`src/rtl/eq_output_limiter.sv`:
```
// Stereo limiter between the equalizer and the DAC write port: scale, hard-clip, hold for handshake.
// Define EQ_LIMITER_AGC_EN for adaptive attack/release gain; otherwise gain is fixed at unity.
module eq_output_limiter #(
  parameter int              DW           = 32,
  parameter logic [DW-1:0]   THRESH       = DW'(32'h3000_0000),
  parameter int              ATTACK_SHIFT = 2,
  parameter int              RELEASE_DIV  = 256
) (
  input  logic                 CLOCK_50,
  input  logic                 reset,
  input  logic                 in_valid,
  input  logic signed [DW-1:0] l_in,
  input  logic signed [DW-1:0] r_in,
  input  logic                 out_allowed,
  output logic signed [DW-1:0] l_out,
  output logic signed [DW-1:0] r_out,
  output logic                 out_write,
  output logic [8:0]           gain,
  output logic [15:0]          drop_cnt,
  output logic                 busy
);

  localparam logic signed [DW-1:0] POS_LIM = $signed(THRESH);
  localparam logic signed [DW-1:0] NEG_LIM = -POS_LIM;
  localparam logic [8:0]           UNITY   = 9'd256;

  if (ATTACK_SHIFT < 0 || ATTACK_SHIFT > 8 || RELEASE_DIV < 2) begin : g_bad_cfg
    $error("eq_output_limiter: ATTACK_SHIFT must be 0..8 and RELEASE_DIV >= 2");
  end

  typedef enum logic [1:0] {IDLE, MULT, CHECK, HOLD} state_t;
  state_t state, state_nxt;

  function automatic logic signed [DW-1:0] clip(input logic signed [DW-1:0] x);
    if (x > POS_LIM) return POS_LIM;
    if (x < NEG_LIM) return NEG_LIM;
    return x;
  endfunction

  logic signed [DW-1:0] l_p0, r_p0, l_p1, r_p1;
  logic signed [DW-1:0] l_sc, r_sc;

`ifdef EQ_LIMITER_AGC_EN
  localparam logic signed [DW-1:0] MAX_POS = {1'b0, {(DW-1){1'b1}}};
  localparam int                   CNT_W   = $clog2(RELEASE_DIV);
  localparam logic [CNT_W-1:0]     REL_LAST = CNT_W'(RELEASE_DIV - 1);

  // Q1.8 multiply; with gain <= 256 the shifted product always fits back into DW bits.
  function automatic logic signed [DW-1:0] scale(input logic signed [DW-1:0] x,
                                                 input logic [8:0] g);
    logic signed [DW+8:0] prod;
    prod = $signed({{9{x[DW-1]}}, x}) * $signed({{DW{1'b0}}, g});
    return DW'(prod >>> 8);
  endfunction

  function automatic logic signed [DW-1:0] abs_sat(input logic signed [DW-1:0] x);
    if (x == {1'b1, {(DW-1){1'b0}}}) return MAX_POS;
    return x[DW-1] ? -x : x;
  endfunction

  function automatic logic [8:0] attack_gain(input logic [8:0] g);
    logic [8:0] step;
    step = g >> ATTACK_SHIFT;
    if (step == '0) step = 9'd1;
    return (g > step) ? g - step : 9'd1;
  endfunction

  logic [8:0]           gain_q;
  logic [CNT_W-1:0]     rel_cnt;
  logic signed [DW-1:0] l_mag, r_mag, peak;
  logic                 attack;

  assign gain  = gain_q;
  assign l_sc  = scale(l_p0, gain_q);
  assign r_sc  = scale(r_p0, gain_q);
  assign l_mag = abs_sat(l_p1);
  assign r_mag = abs_sat(r_p1);
  assign peak  = (r_mag > l_mag) ? r_mag : l_mag;
  assign attack = (state == CHECK) && (peak > POS_LIM);

  // Attack wins over a release step landing on the same cycle.
  always_ff @(posedge CLOCK_50 or negedge reset) begin
    if (!reset) begin
      gain_q  <= UNITY;
      rel_cnt <= '0;
    end else if (attack) begin
      gain_q  <= attack_gain(gain_q);
      rel_cnt <= '0;
    end else if (rel_cnt == REL_LAST) begin
      rel_cnt <= '0;
      if (gain_q < UNITY) gain_q <= gain_q + 9'd1;
    end else begin
      rel_cnt <= rel_cnt + CNT_W'(1);
    end
  end
`else
  assign gain = UNITY;
  assign l_sc = l_p0;
  assign r_sc = r_p0;
`endif

  // p0: capture in IDLE; p1: scaled sample latched in MULT
  always_ff @(posedge CLOCK_50) begin
    if (state == IDLE && in_valid) begin
      l_p0 <= l_in;
      r_p0 <= r_in;
    end
    if (state == MULT) begin
      l_p1 <= l_sc;
      r_p1 <= r_sc;
    end
  end

  // Output stage: clipped samples latched in CHECK, held through HOLD
  always_ff @(posedge CLOCK_50 or negedge reset) begin
    if (!reset) begin
      l_out <= '0;
      r_out <= '0;
    end else if (state == CHECK) begin
      l_out <= clip(l_p1);
      r_out <= clip(r_p1);
    end
  end

  always_ff @(posedge CLOCK_50 or negedge reset) begin
    if (!reset) state <= IDLE;
    else        state <= state_nxt;
  end

  always_comb begin
    state_nxt = state;
    out_write = 1'b0;
    case (state)
      IDLE:  if (in_valid) state_nxt = MULT;
      MULT:  state_nxt = CHECK;
      CHECK: state_nxt = HOLD;
      HOLD: begin
        out_write = out_allowed;
        if (out_allowed) state_nxt = IDLE;
      end
      default: state_nxt = IDLE;
    endcase
  end

  assign busy = (state != IDLE);

  always_ff @(posedge CLOCK_50 or negedge reset) begin
    if (!reset)                                          drop_cnt <= '0;
    else if (in_valid && busy && drop_cnt != 16'hFFFF)   drop_cnt <= drop_cnt + 16'd1;
  end

endmodule

```
`config.mk`:
```
export PLATFORM = sky130hd
export DESIGN_NAME = eq_output_limiter
export DESIGN_NICKNAME = d
export VERILOG_FILES = /design/src/rtl/eq_output_limiter.sv
export SDC_FILE = /design/constraint.sdc
export NUM_CORES = 1
export LEC_CHECK = 0
export BUFFER_PORTS_ARGS = -buffer_cell sky130_fd_sc_hd__buf_2
export CORE_MARGIN = 4
export CORE_UTILIZATION = 40
export DETAILED_ROUTE_END_ITERATION = 6
export PLACE_DENSITY = 0.62
export SKIP_LAST_GASP = 1
export SLEW_MARGIN = 5
export SYNTH_ARGS = -nofsm -noshare
export SYNTH_HDL_FRONTEND = slang
export SYNTH_SLANG_ARGS = --single-unit
```
`constraint.sdc`:
```
create_clock -name CLOCK_50 -period 4.1 [get_ports CLOCK_50]
set_input_delay 0.205 -clock CLOCK_50 [delete_from_list [all_inputs] [get_ports CLOCK_50]]
set_output_delay 0.205 -clock CLOCK_50 [all_outputs]
set_load 0.02 [all_outputs]
```
# After elaboration in Yosys (flattened, before gate mapping)
# Cells that the tools add are included.
dict set report word_totals {
  reg_bits 210
  inputBits 68
  output_inout_bits 91
  word_cells 47
}
dict set report classes {
  addsub 1
  n_lt_le_gt_ge 4
  n_eq_ne 6
  n_mux 22
  n_reduce_logical 6
}
# cell n
set ops {}
lappend ops {{two-way mux 32 bit} 8}
lappend ops {{greater-than comparator 32 x 31 -> 1 bit, second input constant} 2}
lappend ops {{less-than comparator 32 x 31 -> 1 bit, second input constant} 2}
lappend ops {{adder 16 x 1 -> 16 bit, second input constant} 1}
lappend ops {{!= test 16 bit, second input constant} 1}
lappend ops {{two-way mux 1 bit} 11}
lappend ops {{case mux 2 bit (4 select lines)} 1}
lappend ops {{== test 2 bit, second input constant} 2}
lappend ops {{two-way mux 2 bit} 2}
lappend ops {{!= test 2 bit, second input constant} 2}
lappend ops {{logical AND 1 bit} 3}
lappend ops {{== test 2 x 1 -> 1 bit, second input constant} 1}
lappend ops {{logical NOT 2 bit} 1}
lappend ops {{AND reduction 2 bit} 1}
lappend ops {{nonzero test 2 bit} 1}

# Depth between registers and ports, before layout
dict set report logic_depth {
  word_depth 7
  depth_mapped 8
  mapped_depth_nobuf 6
}

# Least setup slack after synthesis
# Ideal clock, no wire load.
dict set report synth_timing {
  path_kind {flip-flop to flip-flop}
  start {reg state[0]}
  end {reg l_p0[0] (enable)}
  setup_time_ps 429
  arrival_ps 2199
  required_time_ps 3671
  path_slack_ps 1473
  path_stages_with_launch 4
  n_path_buf 0
  period_less_slack_ps 2627
  path_cell_list {dfrtp_1 -> inv_1 -> ha_1 -> and2_1}
}
dict set report synth_via {
  elab_chain_cells 2
}
# element line_no
set synth_rtl {}
lappend synth_rtl {{from (decl)} 32} ;# state_t state, state_nxt;
lappend synth_rtl {{from (signal assigned)} 127} ;# else state <= state_nxt;
lappend synth_rtl {{logical NOT 2 bit} 104} ;# if (state == IDLE && in_valid) begin
lappend synth_rtl {{logical AND 1 bit} 104}
lappend synth_rtl {{to (signal assigned)} 105} ;# l_p0 <= l_in;
lappend synth_rtl {{to (decl)} 40} ;# logic signed [DW-1:0] l_p0, r_p0, l_p1, r_p1;
# No other way between the ends.
# A chain may end at the register's enable or synchronous reset.

# Worst setup path after layout
dict set report layout_timing {
  start {reg state[0]}
  end {reg l_out[1]}
}
dict set report layout_via {
  elab_chain_cells 1
}
# element line_no
set layout_rtl {}
lappend layout_rtl {{== test 2 bit} 119} ;# end else if (state == CHECK) begin
lappend layout_rtl {{to (signal assigned)} 120} ;# l_out <= clip(l_p1);
lappend layout_rtl {{to (decl)} 15} ;# output logic signed [DW-1:0] l_out,
# No other way between the ends.

==> results.json <==
{
  "route.detailed.drc": 0,
  "overflow": 0,
  "cp_top_family": "simple AND/OR/NAND/NOR gates",
  "m1WireLength_um": 6640,
  "clk_pin_slew_ns": 0.06,
  "antenna_cells": 0,
  "cts_buffer_depth": 3,
  "holdCritPathClass": "in2reg",
  "pwr_density_cell_nw_per_um2": 693,
  "crit_chain": "inv_1 > ha_2 > nor2b_2 > buf_4 > nand2_1 > o22ai_1",
  "cp_slowest_cell": "nor2b_2",
  "cts_setup_buffers": 0,
  "syn_inst": 536,
  "avgViaCountPerCell": 4.78,
  "cp-end-kind": "register",
  "met3_length_um": 950,
  "initial_core_util": 0.409,
  "num_vias": 4943,
  "seq_area_frac_synth": 0.766,
  "setup_violations": 0,
  "synth_most_common_cell": "edfxtp_1",
  "synth_commonest_cells": "edfxtp_1 (128), dfrtp_1 (82), inv_1 (69)",
  "crit_buf_inv": 2,
  "cts_made_buffers": 23,
  "maxUsedRoutingLayer": "met4",
  "wl_per_cell_um": 16.0,
  "synth_area_leaders": "edfxtp_1 (50%), dfrtp_1 (27%), o22ai_1 (4.7%)",
  "synth_ff_type": "edfxtp_1",
  "die_w_um": 147,
  "syn2layout_area_growth_pct": 31.6,
  "fp.dieArea_um2": 21500,
  "routed_wl_um": 16500,
  "max_freq_mhz": 386,
  "clkSinkCount": 210,
  "die_h_um": 147,
  "synth_top_area_cell": "edfxtp_1",
  "cts_resized": 0,
  "drive_above_1_share": 0.270,
  "seqPwrFrac": 0.462,
  "hold_viol": 0,
  "power_leakage_uw": 0.00421,
  "io_pins": 159,
  "relSlewSlack": 0.170,
  "synth.top_cell.area_share": 0.499,
  "synth.distinct_cells": 39,
  "drtIter0Drc": 230,
  "gp_congestion": 0.848,
  "rsz0062_at_grt": "false",
  "grt_pass1_wl_um": 26300,
  "setup-tns-final_ns": 0,
  "ys_ff_latch": 210,
  "worst_pin_slew_ns": 1.24,
  "htree_levels": 1,
  "netSwitchingFraction": 0.318,
  "syn_avg_cell_area_um2": 14.4,
  "outcome": "complete, no violations",
  "drtAntennaViolNets": 0,
  "cts_tree": "done",
  "fin_crit_ns": 2.59,
  "report.final.slew_viol_count": 0,
  "met2_length_um": 8460,
  "cts_root_buf": "clkbuf_16",
  "ys_warn_count": 0,
  "antenna_found_initial": 0,
  "stdcell_area_um2": 10100,
  "placed_area_um2": 8700,
  "p_switching_uw": 2240,
  "post-route-period-util": 0.631,
  "track_usage": 0.150,
  "vdd_drop_max_mv": 0.350,
  "async_flop_share": 0.390,
  "synth.cell_area_um2": 7700,
  "first_pass_iters": 4,
  "start_kind": "register",
  "crit_required_ns": 4.50,
  "placeableCoreArea_um2": 18800,
  "worstPathArrival_ns": 2.99,
  "grt_pass1_vias": 5113,
  "clock_latency_ns": 0.49,
  "clock_power_share": 0.296,
  "drv_cap": 0,
  "critPathMaxFanout": 37,
  "rows": 50,
  "p_int_uw": 4790,
  "comb_power_share": 0.242,
  "synth_edf_count": 128,
  "critPathMaxStageDelay_ns": 0.80,
  "finClkSkew_ns": 0.00662,
  "reg2reg_slack_ns": 1.51,
  "hold_buffers": 65,
  "hpwl_um": 10700,
  "path_class": "reg2reg",
  "layout.nets": 834,
  "grt_max_degree": 83,
  "port_buffers": 149
}
registers in the layout (all words and copies together), names as in the netlist:
signal,flops
r_p0,32
r_p1,32
state,2
drop_cnt,16
r_out,32
l_p0,32
l_out,32
l_p1,32
path summary, 6_finish.rpt:
path                       cells past startpoint                 start                  endpoint
hold / removal                                 3           out_allowed      state[0]$_DFFE_PN0P_
min in group asynchronous                      2                 reset     r_out[13]$_DFFE_PN0P_
max in group asynchronous                      2                 reset  drop_cnt[12]$_DFFE_PN0P_
setup reg to reg                               6  state[0]$_DFFE_PN0P_      l_out[1]$_DFFE_PN0P_
setup / recovery                               6  state[0]$_DFFE_PN0P_      l_out[1]$_DFFE_PN0P_
hold reg to reg                                0     l_p0[5]$_DFFE_PP_         l_p1[5]$_DFFE_PN_
cell type report:
class	count	area, um2
clock buffers	29	639
clock inverters	12	135
fillers	1528	8700
inverters	69	259
multi-input cells	235	1440
flip-flops and latches	210	5900
well taps	260	325
repair buffers	219	1440
cell families after synthesis:
group                    synth area share
other                            0.000976
XOR/XNOR                           0.0114
adder cells (fa/ha/maj)            0.0130
AND/OR/NAND/NOR                    0.0832
buffers and inverters              0.0528
AO/OA/AOI/OAI                      0.0603
multiplexers                       0.0122
flip-flops                          0.766
power groups by stage:
| stage | clock network, uW | logic (uW) | registers, uW |
|---|---|---|---|
| 3_3_place_gp | 0 | 1610 | 3260 |
| 4_1_cts | 2120 | 1720 | 3250 |
| 5_1_grt | 2220 | 1860 | 3300 |
| 2_1_floorplan | 0 | 850 | 3470 |
| 6_report | 2080 | 1700 | 3240 |
| 3_5_place_dp | 0 | 1670 | 3280 |
routing by layer:
layer / GRT usage / vias up
li1: - / 2345
met1: 0.184 / 2405
met2: 0.264 / 154
met3: 0.0330 / 39
met4: 0.0513 / 0
met5: 0 / -
worst register-to-register path: stages, from the launching register on:
cell     delay (ns)
dfrtp_1        0.40
inv_1          0.13
ha_2           0.67
nor2b_2        0.81
buf_4          0.30
nand2_1        0.07
o22ai_1        0.12
stage by stage:
stage          power [uW]  hold slack, ns  utilization  instances  worst slack (ns)
6_report             7020           0.142        0.538       1034              1.51
5_1_grt              7390           0.165        0.538       1034              1.27
4_1_cts              7090           0.126        0.538       1034              1.49
3_5_place_dp         4950           0.383        0.462        928              1.51
3_3_place_gp         4870           0.381        0.462        928              1.62
2_1_floorplan        4320         -0.0906            -        543              1.47
layout by cell type, fill, tap and decap left out, types with 2 or more instances in the layout:
master	synthesis	final
clkinv_1	0	2
nor2b_2	1	3
buf_4	9	6
nor3_1	9	9
dfrtp_1	82	82
nand3_1	4	4
nor4bb_1	2	2
o211ai_1	2	2
buf_2	4	148
o22ai_1	58	58
clkbuf_16	0	24
ha_2	0	2
nand2_1	66	66
mux2_2	6	6
inv_1	69	69
edfxtp_1	128	128
nor2_2	0	2
nand4_1	7	7
clkbuf_1	15	3
ha_1	8	6
o32a_1	2	2
nand2b_1	3	3
conb_1	2	9
xor2_1	10	10
clkbuf_8	0	2
clkinv_2	0	6
bufinv_16	0	3
o21ai_0	3	3
nor4_1	18	18
nor2_1	6	4
a21oi_1	4	4
dlygate4sd3_1	0	65
Note: power is estimated with default switching activity, not from simulation.
